$ cat src/rtl/branch_pkg.sv
// Branch unit shared definitions: MIPS branch opcodes, REGIMM rt codes
// and a saturating 32-bit increment used by the statistics counters.
package branch_pkg;

  localparam logic [5:0] OP_REGIMM = 6'h01;
  localparam logic [5:0] OP_BEQ    = 6'h04;
  localparam logic [5:0] OP_BNE    = 6'h05;
  localparam logic [5:0] OP_BLEZ   = 6'h06;
  localparam logic [5:0] OP_BGTZ   = 6'h07;

  localparam logic [4:0] RT_BLTZ = 5'd0;
  localparam logic [4:0] RT_BGEZ = 5'd1;

  function automatic logic [31:0] sat_inc32(input logic [31:0] v);
    return (v == 32'hFFFF_FFFF) ? v : v + 32'd1;
  endfunction

endpackage

$ cat src/rtl/branch_predictor_if.sv
// Predictor bundle: IF lookup (pc -> prediction/index), EX resolve
// (carried index/prediction + decode fields -> outcome) and statistics.
interface branch_predictor_if #(
  parameter int ENTRIES = 64
);
  localparam int IDX = $clog2(ENTRIES);

  logic [31:0]    lookup_pc;
  logic           predict_taken;
  logic [IDX-1:0] predict_index;

  logic           resolve_valid;
  logic [IDX-1:0] resolve_index;
  logic           resolve_pred_taken;
  logic [5:0]     opcode;
  logic [4:0]     rt;
  logic           alu_zero;
  logic           alu_neg;

  logic           is_branch;
  logic           take_branch;
  logic           mispredict;
  logic [31:0]    branch_count;
  logic [31:0]    mispredict_count;

  modport master (
    output lookup_pc, resolve_valid, resolve_index,
    output resolve_pred_taken, opcode, rt, alu_zero, alu_neg,
    input  predict_taken, predict_index, is_branch,
    input  take_branch, mispredict, branch_count,
    input  mispredict_count
  );

  modport slave (
    input  lookup_pc, resolve_valid, resolve_index,
    input  resolve_pred_taken, opcode, rt, alu_zero, alu_neg,
    output predict_taken, predict_index, is_branch,
    output take_branch, mispredict, branch_count,
    output mispredict_count
  );

endinterface

$ cat src/rtl/branch_cond.sv
// Combinational branch resolution for BEQ/BNE/BLEZ/BGTZ/BLTZ/BGEZ.
// In: opcode_i, rt_i, alu_zero_i, alu_neg_i. Out: is_branch_o, take_branch_o.
module branch_cond
  import branch_pkg::*;
(
  input  logic [5:0] opcode_i,
  input  logic [4:0] rt_i,
  input  logic       alu_zero_i,
  input  logic       alu_neg_i,
  output logic       is_branch_o,
  output logic       take_branch_o
);

  logic regimm;
  assign regimm = (opcode_i == OP_REGIMM);

  always_comb begin
    is_branch_o   = 1'b0;
    take_branch_o = 1'b0;
    unique case (1'b1)
      opcode_i == OP_BEQ: begin
        is_branch_o   = 1'b1;
        take_branch_o = alu_zero_i;
      end
      opcode_i == OP_BNE: begin
        is_branch_o   = 1'b1;
        take_branch_o = !alu_zero_i;
      end
      opcode_i == OP_BLEZ: begin
        is_branch_o   = 1'b1;
        take_branch_o = alu_zero_i | alu_neg_i;
      end
      opcode_i == OP_BGTZ: begin
        is_branch_o   = 1'b1;
        take_branch_o = !alu_zero_i & !alu_neg_i;
      end
      regimm && (rt_i == RT_BLTZ): begin
        is_branch_o   = 1'b1;
        take_branch_o = alu_neg_i;
      end
      regimm && (rt_i == RT_BGEZ): begin
        is_branch_o   = 1'b1;
        take_branch_o = !alu_neg_i;
      end
      default: ;
    endcase
  end

endmodule

$ cat src/rtl/branch_predictor.sv
// Counter-table branch predictor (bimodal or gshare) with EX resolution,
// mispredict flag and saturating statistics. Ports: clk, rst, bp (slave).
module branch_predictor
  import branch_pkg::*;
#(
  parameter int ENTRIES  = 64,
  parameter int CTR_BITS = 2,
  parameter int GHR_BITS = 0
) (
  input logic             clk,
  input logic             rst,
  branch_predictor_if.slave bp
);

  localparam int IDX = $clog2(ENTRIES);
  localparam int GW  = (GHR_BITS > 0) ? GHR_BITS : 1;

  localparam logic [CTR_BITS-1:0] CMAX  = '1;
  // Weakly not-taken: all ones below the MSB.
  localparam logic [CTR_BITS-1:0] CINIT = CMAX >> 1;

  logic [CTR_BITS-1:0] ctr_q [ENTRIES];
  logic [GW-1:0]       ghr_q, ghr_d;
  logic [31:0]         bcnt_q, bcnt_d;
  logic [31:0]         mcnt_q, mcnt_d;
  logic [CTR_BITS-1:0] ctr_cur, ctr_d;

  logic           is_br, take;
  logic           upd;
  logic [IDX-1:0] ghr_ext;
  logic [IDX-1:0] base;
  logic [IDX-1:0] pidx;

  branch_cond u_cond (
    .opcode_i      (bp.opcode),
    .rt_i          (bp.rt),
    .alu_zero_i    (bp.alu_zero),
    .alu_neg_i     (bp.alu_neg),
    .is_branch_o   (is_br),
    .take_branch_o (take)
  );

  assign bp.is_branch   = is_br;
  assign bp.take_branch = take;
  assign bp.mispredict  = is_br & bp.resolve_valid &
                          (take != bp.resolve_pred_taken);

  assign upd = bp.resolve_valid & is_br;

  // Lookup: pc word index folded with zero-extended history.
  always_comb begin
    ghr_ext = '0;
    if (GHR_BITS > 0) ghr_ext[GW-1:0] = ghr_q;
  end

  assign base = bp.lookup_pc[IDX+1:2];
  assign pidx = base ^ ghr_ext;

  assign bp.predict_index = pidx;
  assign bp.predict_taken = ctr_q[pidx][CTR_BITS-1];

  // Saturating counter step for the resolved entry.
  always_comb begin
    ctr_cur = ctr_q[bp.resolve_index];
    ctr_d   = ctr_cur;
    if (take) begin
      if (ctr_cur != CMAX) ctr_d = ctr_cur + 1'b1;
    end else begin
      if (ctr_cur != '0) ctr_d = ctr_cur - 1'b1;
    end
  end

  generate
    if (GHR_BITS == 0) begin : g_no_ghr
      assign ghr_d = '0;
    end else if (GHR_BITS == 1) begin : g_ghr1
      assign ghr_d = take;
    end else begin : g_ghrn
      assign ghr_d = {ghr_q[GW-2:0], take};
    end
  endgenerate

  always_comb begin
    bcnt_d = sat_inc32(bcnt_q);
    mcnt_d = bp.mispredict ? sat_inc32(mcnt_q) : mcnt_q;
  end

  always_ff @(posedge clk) begin
    if (rst) begin
      for (int i = 0; i < ENTRIES; i++) ctr_q[i] <= CINIT;
      ghr_q  <= '0;
      bcnt_q <= '0;
      mcnt_q <= '0;
    end else if (upd) begin
      ctr_q[bp.resolve_index] <= ctr_d;
      ghr_q  <= ghr_d;
      bcnt_q <= bcnt_d;
      mcnt_q <= mcnt_d;
    end
  end

  assign bp.branch_count     = bcnt_q;
  assign bp.mispredict_count = mcnt_q;

endmodule

$ cat src/flat_wrapper.sv
// flat-port wrapper written by rule: the top's interface ports become plain ports
module branch_predictor_flat import branch_pkg::*;
#(
  parameter int ENTRIES  = 64,
  parameter int CTR_BITS = 2,
  parameter int GHR_BITS = 0
)
  (clk, rst, bp_lookup_pc, bp_resolve_valid, bp_resolve_index, bp_resolve_pred_taken, bp_opcode, bp_rt, bp_alu_zero, bp_alu_neg, bp_predict_taken, bp_predict_index, bp_is_branch, bp_take_branch, bp_mispredict, bp_branch_count, bp_mispredict_count);
  branch_predictor_if #(.ENTRIES(ENTRIES)) bp_i ();
  input logic clk;
  input logic rst;
  input wire logic [$bits(bp_i.lookup_pc)-1:0] bp_lookup_pc;
  input wire logic [$bits(bp_i.resolve_valid)-1:0] bp_resolve_valid;
  input wire logic [$bits(bp_i.resolve_index)-1:0] bp_resolve_index;
  input wire logic [$bits(bp_i.resolve_pred_taken)-1:0] bp_resolve_pred_taken;
  input wire logic [$bits(bp_i.opcode)-1:0] bp_opcode;
  input wire logic [$bits(bp_i.rt)-1:0] bp_rt;
  input wire logic [$bits(bp_i.alu_zero)-1:0] bp_alu_zero;
  input wire logic [$bits(bp_i.alu_neg)-1:0] bp_alu_neg;
  output wire logic [$bits(bp_i.predict_taken)-1:0] bp_predict_taken;
  output wire logic [$bits(bp_i.predict_index)-1:0] bp_predict_index;
  output wire logic [$bits(bp_i.is_branch)-1:0] bp_is_branch;
  output wire logic [$bits(bp_i.take_branch)-1:0] bp_take_branch;
  output wire logic [$bits(bp_i.mispredict)-1:0] bp_mispredict;
  output wire logic [$bits(bp_i.branch_count)-1:0] bp_branch_count;
  output wire logic [$bits(bp_i.mispredict_count)-1:0] bp_mispredict_count;
  assign bp_i.lookup_pc = bp_lookup_pc;
  assign bp_i.resolve_valid = bp_resolve_valid;
  assign bp_i.resolve_index = bp_resolve_index;
  assign bp_i.resolve_pred_taken = bp_resolve_pred_taken;
  assign bp_i.opcode = bp_opcode;
  assign bp_i.rt = bp_rt;
  assign bp_i.alu_zero = bp_alu_zero;
  assign bp_i.alu_neg = bp_alu_neg;
  assign bp_predict_taken = bp_i.predict_taken;
  assign bp_predict_index = bp_i.predict_index;
  assign bp_is_branch = bp_i.is_branch;
  assign bp_take_branch = bp_i.take_branch;
  assign bp_mispredict = bp_i.mispredict;
  assign bp_branch_count = bp_i.branch_count;
  assign bp_mispredict_count = bp_i.mispredict_count;
  branch_predictor #(.ENTRIES(ENTRIES), .CTR_BITS(CTR_BITS), .GHR_BITS(GHR_BITS)) u_core (.clk(clk), .rst(rst), .bp(bp_i));
endmodule
$ cat config.mk
export PLATFORM = sky130hd
export DESIGN_NAME = branch_predictor_flat
export DESIGN_NICKNAME = d
export VERILOG_FILES = /design/src/rtl/branch_pkg.sv /design/src/rtl/branch_predictor_if.sv /design/src/rtl/branch_cond.sv /design/src/rtl/branch_predictor.sv /design/src/flat_wrapper.sv
export SDC_FILE = /design/constraint.sdc
export NUM_CORES = 1
export LEC_CHECK = 0
export ABC_AREA = 1
export BUFFER_PORTS_ARGS = -buffer_cell sky130_fd_sc_hd__buf_2
export CAP_MARGIN = 0
export CORE_ASPECT_RATIO = 1.75
export CORE_UTILIZATION = 50
export CTS_BUF_LIST = sky130_fd_sc_hd__clkbuf_2
export DETAILED_ROUTE_END_ITERATION = 8
export HOLD_SLACK_MARGIN = 0.15
export PLACE_DENSITY_LB_ADDON = 0.08
export RECOVER_POWER = 25
export SETUP_SLACK_MARGIN = 0.02
export SLEW_MARGIN = 40
export SYNTH_ARGS = -nofsm -noshare
export SYNTH_HDL_FRONTEND = slang
export SYNTH_SLANG_ARGS = --single-unit
$ cat constraint.sdc
create_clock -name clk -period 4.1 [get_ports clk]
set_input_delay 0.82 -clock clk [delete_from_list [all_inputs] [get_ports clk]]
set_output_delay 0.82 -clock clk [all_outputs]
set_load 0.01 [all_outputs]
* After elaboration in Yosys (flattened, before gate mapping)
Memory sizes are Yosys's and may differ from the RTL's.
Cells that the tools add are included.
** Operators by class
- Add/sub/neg operators :: 4
- Equal/unequal tests :: 10
- Multiplexer cells :: 13
- Bitwise operators :: 6
- Reduce and logical (&&, ||, !) cells :: 10
** Operators by type and width (number)
- 32-bit by 1-bit adder with 32-bit output, second input constant :: 2
- 32-bit == test, second input constant :: 2
- 6-bit by 3-bit == test with 1-bit output, second input constant :: 4
- 2-bit 2-to-1 mux :: 4
- 1-bit 2-to-1 mux :: 7
- 6-bit by 1-bit == test with 1-bit output, second input constant :: 1
- 6-bit 2-to-1 mux :: 1
- 1-bit case mux with 6 select lines :: 1
- 6-bit OR reduction :: 1
- 5-bit by 1-bit == test with 1-bit output, second input constant :: 1
- 5-bit zero test :: 1
- 1-bit bitwise AND :: 3
- 3-bit AND reduction :: 1
- 2-bit by 1-bit adder with 2-bit output, second input constant :: 1
- 1-bit logical AND :: 2
- 1-bit zero test :: 2
- 2-bit inequality test, second input constant :: 1
- 1-bit inverter :: 2
- 2-bit AND reduction :: 1
- 2-bit nonzero test :: 1
- 2-bit OR reduction :: 1
- 2-bit by 1-bit subtractor with 2-bit output, second input constant :: 1
- 1-bit inequality test :: 1
- 1-bit OR :: 1
** Word-level totals
- Register bits after elaboration :: 64
- Memory bits (writable) :: 128
- Input port bits :: 55
- Output and inout port bits :: 74
- Memories kept :: 1
** Memory list
- u_core.ctr_q :: words 64, width 2, read ports 2, clocked after Yosys merged registers in 0, wr ports 64, line branch_predictor.sv:22 : logic [CTR_BITS-1:0] ctr_q [ENTRIES];

* Depth between registers and ports, before layout
Gate-level depths: netlist of run 1.
- Depth after elaboration :: 10
- Gate-level depth with buffers :: 18
- Depth with buffers taken out :: 15

* Hierarchy
From an unflattened synthesis of run 1, not the netlist that was laid out.
** Unflattened totals
- Cell total of the unflattened synthesis :: 1627
- Area, all modules :: 11372.2 µm²
** Modules (own cells, without submodules)
- branch_predictor :: times used 1, cells an instance 1590, area each 11208.2 µm², seq. area each 5124.9 µm²
- branch_cond :: times used 1, cells an instance 37, area each 163.9 µm², seq. area each 0.0 µm²

* Least setup slack after synthesis of run 1
OpenSTA, ideal clock, no wires.
- Kind :: input to output
- Start point :: in bp_lookup_pc[2]
- End point :: out bp_predict_taken
- Arrival :: 1750 ps
- Data required time :: 3280 ps
- Path slack :: 1530 ps
- Stages on the path :: 8
- Path through :: inv_1 -> clkbuf_1 -> nor2_1 -> o221ai_1 -> o211ai_1 -> nand3_1 -> nand3_1 -> nand2_1
** On the way
- Word-level cells in the longest chain between the ends :: 1
** Ends and longest elaborated chain
- start, declared :: line flat_wrapper.sv:12 : input wire logic [$bits(bp_i.lookup_pc)-1:0] bp_lookup_pc;
- memory 64 x 2 bit
- end, declared :: line flat_wrapper.sv:20 : output wire logic [$bits(bp_i.predict_taken)-1:0] bp_predict_taken;
Every way passes these cells.

* Worst setup path after layout of run 1
Ends and elaborated chain as after synthesis.

==> metrics.yaml, run 1 <==
run_status: "complete, no violations"
netlist_area_sq_um: 11800
worstPathRequired_ns: 3.28
clock_path_buffers: 2
core_sq_um: 22900
async_flop_share: 0
tns_ns: 0
end_kind: "output port"
io_buffers: 102
hold_path.class: "in2reg"
drt_iter0_markers: 689
critical_path_arrival_ns: 2.54
grt_util_all_layers: 0.283
critPathLaunch: "bp_lookup_pc[2]"
path_cells: "buf_2, inv_1, buf_4, o21ai_0, o22ai_1, o211ai_1, nand3_1, nand3b_1, nand2_1, buf_2"
cts_htree_levels: 4
max_clock_freq_ghz: 0.298
vias: 11072
dr.pass1.iters: 7
cts_resized: 0
r2r_start: "u_core.bp.mispredict_count[0]"
clk_pin_slew_ns: 0.28
postCtsSetupBuffers: 0
slowest_delay_ns: 0.37
synthAdderAreaFrac: 0.00213
synth_top_family_by_area: "simple AND/OR/NAND/NOR gates"
synth_top_area_cell: "edfxtp_1"
startpoint_type: "primary input"
synth_ff_type: "edfxtp_1"
ys_top_cells_by_count: "725 x nand2_1, 182 x nor2_1, 128 x edfxtp_1"
hold_violations: 0
placed_cells: 1978
routed_wl_um: 33200
grt_pass1_vias: 10670
rsz0062_at_grt: "false"
overflow: 0
cts_sinks: 192
syn_nets: 1701
ant_nets: 0
grt_pass1_wl_um: 53100
fin_cells: 2011
irDropWorstVdd_uv: 163
powerDensity_nw_per_um2: 293
wire_per_inst_um: 16.5
dieArea_sq_um: 24100
avgViaCountPerCell: 5.51
tritoncts: "built"
drv_cap: 0
synth_most_common_cell: "nand2_1"
critPathMaxFanout: 32
post_dp_cell_area_sq_um: 12400
place_congestion: 0.936
finish.net_count: 1754
cp_common_cell: "buf_2"
die_y_um: 205
cpMaxStageDelayCell: "o211ai_1"
num-fill-cells: 2284
cts_root_buffer: "clkbuf_2"
start_util: 0.513
finalCriticalPeriod_ns: 3.36
worstSetupPathType: "in2out"
grt_max_degree: 78
numCtsBuffers: 17
seq_area_frac_synth: 0.436
hold_start: "rst"
synthSimpleGateAreaFrac: 0.410
syn_avg_cell_area_sq_um: 7.15
synth_area_leaders: "edfxtp_1 33%, nand2_1 23%, dfxtp_1 11%, nor2_1 5.8%, nand3b_1 4.9%"
area_delta_synth_final_pct: 7.93
tightest_slew_ns: 1.35
final_cell_area_sq_um: 12700
power_mw: 3.72
yosysUniqueCellTypes: 38
synthXorXnorAreaFrac: 0.0253
setup_viol: 0
hold_buffers: 0
antenna_found_initial: 1
drc_errors: 0
layout-drive-gt1-share: 0.104
finClkSkew_ns: 0.0301
synth.mux.area_fraction: 0
p_leak_nw: 5.05
dp_hpwl_um: 21900
boundaryPins: 129
chipWidth_um: 118
yosysWarnings: 0
rows: 73
slew_violations: 0
synth_edf_count: 128
clk_latency_ns: 0.87
ys_ff_latch: 192
whs_ns: 0.430
synth_compound_area_frac: 0.0580
slew_headroom: 0.101
synth_top_area_share: 0.327
netlist_instances: 1644
finalCritPeriodShare: 0.820
[metrics by stage]
| step | worst slack, ns | util |
|---|---|---|
| 2_1_floorplan | 1.53 | - |
| 3_3_place_gp | 0.786 | 0.540 |
| 3_5_place_dp | 0.767 | 0.540 |
| 4_1_cts | 0.811 | 0.554 |
| 5_1_grt | 0.587 | 0.553 |
| 6_report | 0.739 | 0.553 |
[routing by layer]
metal / wire [um] / up-vias / track usage
met2: 17200 / 404 / 0.523
li1: - / 5467 / -
met3: 1670 / 87 / 0.0354
met5: 0 / - / 0
met1: 12800 / 5114 / 0.307
met4: 1560 / 0 / 0.169
[kinds of logic after synthesis]
kind of cell	Yosys count
DFF	192
xor gates and xnor gates	34
adders and majority gates	2
AOI/OAI and AO/OA	123
and+or+nand+nor	1119
buffers and inverters	174
[registers in the layout, summed over array words and instances, names as in the netlist]
name,count
u_core.ctr_q,128
u_core.bp.mispredict_count,32
u_core.bp.branch_count,32
[worst paths after layout]
kind | cells after the start | slack, ns | end
worst min register to register | 2 | 0.51 | u_core.bp.branch_count[31]
worst max register to register | 11 | 1.39 | u_core.bp.mispredict_count[13]
worst min-delay path | 2 | 0.43 | u_core.bp.mispredict_count[5]
worst max-delay path | 10 | 0.74 | bp_predict_taken
[cell usage in the layout, fill, tap and decap left out, types with 4 or more instances in the layout]
cell and instances:
a21oi_1 60, buf_12 4, buf_2 94, buf_4 20, bufinv_16 6, clkbuf_1 9
clkbuf_2 18, dfxtp_1 64, edfxtp_1 128, inv_1 72, inv_2 6, nand2_1 726
nand3_1 25, nand3b_1 77, nand4_1 45, nor2_1 185, nor3_1 32, nor3_2 6
nor4_1 6, o211ai_1 8, o21ai_0 37, o221ai_1 8, o22ai_1 8, xnor2_1 8
xor2_1 26
[power breakdown]
| group | switching, mW | leakage [nW] | internal, mW | total [mW] |
|---|---|---|---|---|
| registers | 0.0142 | 1.62 | 2.08 | 2.10 |
| logic | 0.304 | 3.24 | 0.113 | 0.417 |
| clock network | 0.675 | 0.181 | 0.526 | 1.20 |
[layout make-up]
type | count | area (sq um) | area share
multi-input combinational | 1278 | 5810 | 0.458
inverter | 80 | 302 | 0.0238
antenna | 1 | 2.50 | 0.000197
sequential | 192 | 5120 | 0.404
tap | 300 | 375 | 0.0296
clock buffer | 18 | 90.1 | 0.00710
timing repair buffer | 128 | 746 | 0.0588
clock inverter | 14 | 236 | 0.0186
[critical path: cells and delay by family]
| family | cells | cell delay, ns |
|---|---|---|
| buffers and inverters | 4 | 0.73 |
| AO/OA/AOI/OAI | 3 | 0.70 |
| AND/OR/NAND/NOR | 3 | 0.28 |
Note: power is estimated with default switching activity, not from simulation.
==> inputs of run 2 (changes only) <==
==> constraint.sdc (replaced) <==
create_clock -name clk -period 3.25 [get_ports clk]
set_input_delay 0.65 -clock clk [delete_from_list [all_inputs] [get_ports clk]]
set_output_delay 0.65 -clock clk [all_outputs]
set_load 0.01 [all_outputs]
==> run 2 against run 1 <==
Against the previous run:
- sequential cell count unchanged
- clock skew increased by 0.0010 ns
- non-clock buffer count increased by 25
- via count increased by 1.4%
- worst hold slack got worse by 0.099 ns
- global-route usage increased by 0.23 points
==> metrics.yaml, run 2 (synthesized netlist as in run 1, its figures left out) <==
hold_end: "u_core.ctr_q[5][1]"  # was u_core.bp.mispredict_count[5]
tritoncts: "built"  # unchanged
post_dp_cell_area_sq_um: 12600  # was 12400 sq um
worstSetupPathType: "reg2out"  # was in2out
routed_wl_um: 34000  # was 33200 um
regMostFlops: "u_core.ctr_q"  # unchanged
path_cells: "nor2_1, o22ai_1, o211ai_1, nand3_1, nand3b_1, nand2_1, buf_2"  # was buf_2, inv_1, buf_4, o21ai_0, o22ai_1, o211ai_1, nand3_1, nand3b_1, nand2_1, buf_2
finalCritPeriodShare: 0.939
wire_per_inst_um: 16.7  # was 16.5 um
drt_iter0_markers: 732  # was 689
sw_frac_of_total: 0.274  # was 0.267
run_status: "complete, no violations"  # unchanged
finish.net_count: 1779  # was 1754
whs_ns: 0.331  # was 0.430 ns
tightest_slew_ns: 0.931  # was 1.35 ns
vias: 11229  # was 11072
dr.pass1.iters: 5  # was 7
drc_errors: 0  # unchanged
cts_htree_levels: 4  # unchanged
setup_viol: 0  # unchanged
p_leak_nw: 5.17  # was 5.05 nW
final_cell_mix: "725 x nand2_1, 184 x nor2_1, 128 x edfxtp_1, 98 x buf_2, 77 x nand3b_1"  # was 726 x nand2_1, 185 x nor2_1, 128 x edfxtp_1, 94 x buf_2, 77 x nand3b_1
dieArea_sq_um: 24100  # unchanged
grt_pass1_vias: 10708  # was 10670
rsz0062_at_grt: "false"  # unchanged
slew_headroom: 0.379  # was 0.101
finClkSkew_ns: 0.0311  # was 0.0301 ns
critPathLaunch: "u_core.ctr_q[0][1]"  # was bp_lookup_pc[2]
avgViaCountPerCell: 5.52  # was 5.51
cts_sinks: 192  # unchanged
r2r_start: "u_core.bp.mispredict_count[0]"  # unchanged
slowest_delay_ns: 0.49  # was 0.37 ns
pwr-share-clk: 0.312  # was 0.323
postCtsSetupBuffers: 0  # unchanged
overflow: 0  # unchanged
end_kind: "output port"  # unchanged
cts_root_buffer: "clkbuf_2"  # unchanged
cell_internal_pwr_mw: 3.38  # was 2.72 mW
layout_commonest_cell: "nand2_1"  # unchanged
drv_cap: 0  # unchanged
rrSetupSlack_ns: 0.74  # was 1.39 ns
start_util: 0.513  # unchanged
area_delta_synth_final_pct: 9.44  # was 7.93%
r2r_cells: 12  # was 11
die_y_um: 205  # unchanged
place_congestion: 0.945  # was 0.936
clock_path_buffers: 2  # unchanged
grt_util_all_layers: 0.285  # was 0.283
worstPathRequired_ns: 2.60  # was 3.28 ns
irDropWorstVdd_uv: 206  # was 163 uV
grt_pass1_wl_um: 53400  # was 53100 um
critical_path_arrival_ns: 2.40  # was 2.54 ns
powerDensity_nw_per_um2: 362  # was 293 nW/um^2
largest_reg_flops: 128  # unchanged
core_sq_um: 22900  # unchanged
dp_hpwl_um: 23200  # was 21900 um
layout-drive-gt1-share: 0.116  # was 0.104
rows: 73  # unchanged
cpMaxStageDelayCell: "edfxtp_1"  # was o211ai_1
antenna_found_initial: 1  # unchanged
pwr-share-comb: 0.119  # was 0.112
numCtsBuffers: 17  # unchanged
grt_max_degree: 78  # unchanged
finalCriticalPeriod_ns: 3.05
max_clock_freq_ghz: 0.328
slew_violations: 0  # unchanged
hold_start: "bp_resolve_index[4]"  # was rst
clk_pin_slew_ns: 0.28  # about the same
reg2reg_to: "u_core.bp.mispredict_count[24]"  # was u_core.bp.mispredict_count[13]
startpoint_type: "flip-flop"  # was primary input
tns_ns: 0  # unchanged
hold_path.class: "in2reg"  # unchanged
p_switching_mw: 1.27  # was 0.993 mW
final_cell_area_sq_um: 12900  # was 12700 sq um
hold_violations: 0  # unchanged
clk_latency_ns: 0.85  # was 0.87 ns
io_buffers: 102  # unchanged
critPathMaxFanout: 2  # was 32
ant_nets: 0  # unchanged
hold_path_depth: 4  # was 2
chipWidth_um: 118  # unchanged
boundaryPins: 129  # unchanged
pwr-share-seq: 0.569  # was 0.564
==> run 2: repair_timing <==
item	in CTS	in global routing
gates resized for setup	0	4
endpoints found under the setup margin	0	1
hold buffers	0	0
==> run 2: worst max-delay path by stage <==
stage               slack, ns  depth (start not counted)             endpoint
detailed placement       0.24                         14  u_core.ctr_q[36][0]
CTS                      0.08                          7     bp_predict_taken
global placement         0.29                         14  u_core.ctr_q[36][0]
floorplan                0.92                         14  u_core.ctr_q[29][0]
finish                   0.20                          7     bp_predict_taken
global route             0.02                          7     bp_predict_taken
==> run 2: power groups by stage <==
stage	combinational, mW	sequential, mW	clock, mW
floorplan	0.369	2.69	0
global placement	0.543	2.69	0
detailed placement	0.550	2.70	0
CTS	0.552	2.65	1.49
global route	0.603	2.65	1.57
finish	0.553	2.65	1.45
==> run 2: metal layers <==
metal	GRT usage	routed length, um	part of all wire
met3	0.0448	1800	0.053
met5	0	0	0
met1	0.301	12900	0.38
met4	0.162	1770	0.052
met2	0.533	17500	0.52
==> run 2: stage by stage <==
step	setup slack [ns]	power, mW	util	std cells
after global routing	0.0179	4.82	0.561	2036
after CTS	0.0845	4.69	0.563	2035
after global placement	0.294	3.24	0.549	2003
after detailed placement	0.240	3.25	0.549	2003
after floorplan	0.919	3.06	-	1644
final	0.200	4.65	0.561	2036
==> run 2: cell type report <==
class | count | area [sq um]
Tap cell | 300 | 375
Antenna cell | 1 | 2.50
Clock inverter | 14 | 210
Sequential cell | 192 | 5120
Timing Repair Buffer | 153 | 945
Clock buffer | 18 | 90.1
Multi-Input combinational cell | 1278 | 5810
Inverter | 80 | 302
Fill cell | 2344 | 10100
==> run 2: worst max-delay path: cells and delay by family (launching register included) <==
| family | cells | cell delay [ns] |
|---|---|---|
| flops | 1 | 0.49 |
| compound gates | 2 | 0.48 |
| simple gates | 4 | 0.44 |
| buf+inv | 1 | 0.13 |
